File: config.mk
export PLATFORM = sky130hd
export DESIGN_NAME = mul_hilo_ctrl
export DESIGN_NICKNAME = d
export VERILOG_FILES = /design/src/rtl/mul_hilo_ctrl.sv
export SDC_FILE = /design/constraint.sdc
export NUM_CORES = 1
export LEC_CHECK = 0
export CORE_MARGIN = 5
export CORE_UTILIZATION = 31
export DETAILED_ROUTE_END_ITERATION = 8
export PLACE_DENSITY_LB_ADDON = 0.05
export SYNTH_ARGS = -nofsm -noshare
export SYNTH_HDL_FRONTEND = slang
export SYNTH_SLANG_ARGS = --single-unit
File: constraint.sdc
create_clock -name clk -period 3.8 [get_ports clk]
set_input_delay 0.76 -clock clk [delete_from_list [all_inputs] [get_ports clk]]
set_output_delay 0.76 -clock clk [all_outputs]
set_load 0.05 [all_outputs]
File: src/rtl/mul_hilo_ctrl.sv
// Sequences an external shift-add multiplier (clear, MUL_CYCLES x MULTU, OUT) and captures the 64-bit product into HI/LO.
// Latency: start at edge k -> HI/LO and done valid from edge k+35; starts while busy are dropped.
module mul_hilo_ctrl #(
  parameter logic [5:0] MULTU      = 6'b011001,
  parameter logic [5:0] OUT        = 6'b111111,
  parameter logic [5:0] MFHI       = 6'b010000,
  parameter logic [5:0] MFLO       = 6'b010010,
  parameter int         MUL_CYCLES = 32
) (
  input  logic        clk,
  input  logic        reset,
  input  logic        start,
  input  logic [31:0] dataA,
  input  logic [31:0] dataB,
  input  logic [5:0]  readSel,
  output logic [31:0] mulA,
  output logic [31:0] mulB,
  output logic [5:0]  mulSignal,
  output logic        mulReset,
  input  logic [63:0] mulProduct,
  output logic [31:0] dataOut,
  output logic        busy,
  output logic        done
);

  localparam logic [5:0] LAST = 6'(MUL_CYCLES - 1);

  typedef enum logic [2:0] {IDLE, CLEAR, RUN, OUTPUT, CAPTURE} state_t;

  state_t      state;
  logic [5:0]  counter;
  logic [31:0] opA, opB, hi, lo;
  logic        drive_ops;

  always_ff @(posedge clk) begin
    if (reset) begin
      state   <= IDLE;
      counter <= 6'd0;
      opA     <= 32'd0;
      opB     <= 32'd0;
      hi      <= 32'd0;
      lo      <= 32'd0;
      dataOut <= 32'd0;
      done    <= 1'b0;
    end else begin
      done <= 1'b0;
      case (state)
        IDLE: begin
          if (start) begin
            opA   <= dataA;
            opB   <= dataB;
            state <= CLEAR;
          end
        end
        CLEAR: begin
          counter <= 6'd0;
          state   <= RUN;
        end
        RUN: begin
          // Counter parks at LAST rather than wrapping; CLEAR rezeroes it.
          if (counter == LAST) state <= OUTPUT;
          else                 counter <= counter + 6'd1;
        end
        OUTPUT: state <= CAPTURE;
        CAPTURE: begin
          hi    <= mulProduct[63:32];
          lo    <= mulProduct[31:0];
          done  <= 1'b1;
          state <= IDLE;
        end
        default: state <= IDLE;
      endcase
      // Reads see the pre-update HI/LO at the capture edge.
      if (readSel == MFHI)      dataOut <= hi;
      else if (readSel == MFLO) dataOut <= lo;
    end
  end

  // Operands drop to zero in IDLE/CAPTURE so repeated identical operands still toggle.
  assign drive_ops = (state == CLEAR) || (state == RUN) || (state == OUTPUT);
  assign mulA      = drive_ops ? opA : 32'd0;
  assign mulB      = drive_ops ? opB : 32'd0;
  assign mulReset  = (state == CLEAR);
  assign busy      = (state != IDLE);

  always_comb begin
    mulSignal = 6'b000000;
    case (state)
      RUN:     mulSignal = MULTU;
      OUTPUT:  mulSignal = OUT;
      default: mulSignal = 6'b000000;
    endcase
  end

endmodule

==> flow_summary.yaml <==
status:
  status: "finished clean"
place:
  portBuffers: 241
  gp_congestion: 0.7195
  hpwl_um: 13570
final_layout:
  nets: 1209
  syn2layout_area_growth_pct: 44.52
  final_common_cell: "nand2_1"
  final_cell_mix: "259 x nand2_1, 238 x clkdlybuf4s50_1, 170 x dfxtp_1, 163 x a21oi_1, 65 x and2_1"
  antennaDiodeCount: 0
  final_util_pct: 45.87
  drive_above_1_share_pct: 5.074
worst_setup_path:
  worstPathMaxFanout: 64
  slowest_stage: "clkdlybuf4s50_1"
  critPathKind: "reg2out"
  timing.critical_path.from: "state[0]"
  cp-endpoint: "mulA[26]"
  regToRegStartpoint: "state[2]"
  cp.depth: 5
  max_stage_delay_ps: 820
  crit_chain: "nor2_1, nor2_2, buf_4, and2_1, clkdlybuf4s50_1"
  regToRegSetupSlack_ps: 1970
  path_delay_family: "buffers and inverters"
  r2r_cells: 4
  cp.buffers_inverters: 2
  startpoint_type: "flip-flop"
  worstPathArrival_ps: 2770
  required_ps: 3040
  timing.rr.end: "hi[24]"
  cp-end-kind: "primary output"
synthesis:
  synth-seq-cells: 170
  yosys_warnings: 0
  avgSynthCellArea_um2: 7.939
  syn-instance-count: 878
  syn-cell-area_mm2: 0.006970
  synth_fp_nets: 1016
  seq_area_frac_synth_pct: 48.82
  synth_cell_types: 37
clock_network:
  clk_latency_ps: 420
  clock_sinks: 170
  htree_levels: 4
  post_cts_buffers: 0
  hold_buffers: 0
  cts_root_buffer: "clkbuf_16"
  cts_resized: 0
  cts_tree: "done"
  cts_max_path_buffers: 2
  cts-buffers-inserted: 17
  clk_pin_slew_ps: 60
timing:
  setup_tns_ps: 0
  maxSlewHeadroom_pct: 25.64
  fin_crit_ps: 3531
  setup_violations: 0
  rsz0062_at_grt: "no"
  finalHoldViolations: 0
  clock_skew_ps: 8.561
  slew_violations: 0
  worst_pin_slew_ps: 1115
  max_freq_mhz: 283.2
  fin_crit_sh_pct: 92.92
job:
  cap_violations: 0
floorplan:
  pin_count: 242
  coreArea_mm2: 0.02196
  rows: 54
  fp.dieW_um: 160.0
  die_h_um: 160.0
  initial_core_util_pct: 31.74
  dieArea_mm2: 0.02558
power:
  p_comb_share_pct: 14.2
  ir_drop_uv: 279.2
  power_frac_seq_pct: 44.1
  leakage_nw: 3.542
  p_int_mw: 3.101
  power_switching_share_pct: 26.94
  pwr-share-clk_pct: 41.7
  power_density_mw_per_mm2: 421.3
  power.switching_mw: 1.143
grt:
  grt_pass1_vias: 5958
  grt_use_total_pct: 15.68
  antenna_found_initial: 1
  grt_max_degree: 66
  grt_overflow: 0
  grt_pass1_wl_um: 33040
route:
  dr.first_iter.drc_count: 279
  avgRoutedWirePerCell_um: 15.27
  vias_per_cell: 4.633
  vias: 6319
  drtPass1Iterations: 4
  postRouteAntennaNets: 0
  drc: 0
  drt-total-wl_um: 20820
worst_hold_path:
  worstHoldPathType: "reg2reg"
  min_from: "opA[15]"
-- power groups by stage --
stage	clock network (mW)	registers (mW)	logic (mW)
finish	1.77	1.87	0.603
global route	1.91	1.88	0.653
CTS	1.83	1.87	0.612
detailed placement	0	1.91	0.610
global placement	0	1.91	0.608
floorplan	0	1.90	0.347
-- metrics by stage --
step | power [mW] | cells | area [µm²] | worst slack, ps | hold WS [ps]
finish | 4.244 | 1364 | 10070 | 269.1 | 449.8
global route | 4.437 | 1364 | 10070 | 102.1 | 466.7
CTS | 4.309 | 1364 | 10070 | 219.9 | 452.1
detailed placement | 2.521 | 1332 | 9474 | 680.4 | 442.2
global placement | 2.519 | 1332 | 9474 | 685.4 | 439.4
floorplan | 2.247 | 878 | 6970 | 675.5 | 431.7
-- worst min-delay path by stage --
stage	to	slack, ps	depth (start not counted)
floorplan	opA[0]	430	2
global placement	opB[7]	440	2
detailed placement	opA[12]	440	2
CTS	opA[15]	450	2
global route	opB[14]	470	2
finish	opA[15]	450	2
-- worst register-to-register path: cells and delay by family (launching register included) --
kind                   cells  cell delay [ps]
DFF                        1              590
buffers and inverters      1              340
and+or+nand+nor            2              700
AOI/OAI and AO/OA          1               80
-- registers in the layout (all words and copies together) (netlist names) --
signal,flops
dataOut,32
hi,32
lo,32
opA,32
opB,32
counter,6
state,3
done,1
-- kinds of logic after synthesis --
group / Yosys count / synth area share (%)
mux: 35 / 5.062
compound gates: 202 / 14.74
buf+inv: 80 / 5.259
simple gates: 388 / 25.69
flops: 170 / 48.82
fa+ha+maj: 1 / 0.1795
xor+xnor: 2 / 0.2513
-- layer usage --
metal,wire length (µm),vias up,track usage (%),share of wire (%)
li1,-,3273,-,-
met1,10040,2869,21.68,48
met2,9108,165,23.93,44
met3,1498,10,5.026,7.2
met4,164,2,3.637,0.79
met5,13,-,0,0.062
-- Yosys cell counts --
library cell | n | share of area [%]
buf_2 | 17 | 1.2
mux2_2 | 2 | 0.32
o21ai_0 | 33 | 2.4
a211o_1 | 1 | 0.13
or4b_1 | 3 | 0.43
nor3_1 | 3 | 0.22
o21a_1 | 1 | 0.11
nor2b_1 | 6 | 0.54
nand4_1 | 1 | 0.090
and2_1 | 65 | 5.8
or3b_2 | 2 | 0.25
ha_1 | 1 | 0.18
nand2_1 | 259 | 14
nand3_1 | 2 | 0.14
nand2b_1 | 1 | 0.090
nor3b_1 | 4 | 0.43
and3_1 | 1 | 0.090
buf_1 | 1 | 0.054
clkbuf_1 | 52 | 2.8
or3_1 | 33 | 3.0
a21oi_1 | 163 | 12
nand3b_1 | 1 | 0.11
dfxtp_1 | 170 | 49
nor4_1 | 1 | 0.090
a211oi_1 | 1 | 0.11
a31oi_1 | 1 | 0.090
or3b_1 | 1 | 0.13
nor2_1 | 4 | 0.22
o32ai_1 | 1 | 0.13
xor2_1 | 1 | 0.13
inv_1 | 2 | 0.11
xnor2_1 | 1 | 0.13
buf_6 | 4 | 0.65
a21o_1 | 1 | 0.11
nor4b_1 | 1 | 0.13
buf_4 | 4 | 0.43
mux2i_1 | 33 | 4.7
-- area by class of cell --
cell class | instances | area, µm²
Clock buffer | 18 | 439.2
Clock inverter | 14 | 160.2
Fill cell | 2280 | 11890
Tap cell | 280 | 350.3
Multi-Input combinational cell | 628 | 3218
Sequential cell | 170 | 3403
Timing Repair Buffer | 252 | 2495
Inverter | 2 | 7.507
Power figures use the tool's default switching activity.
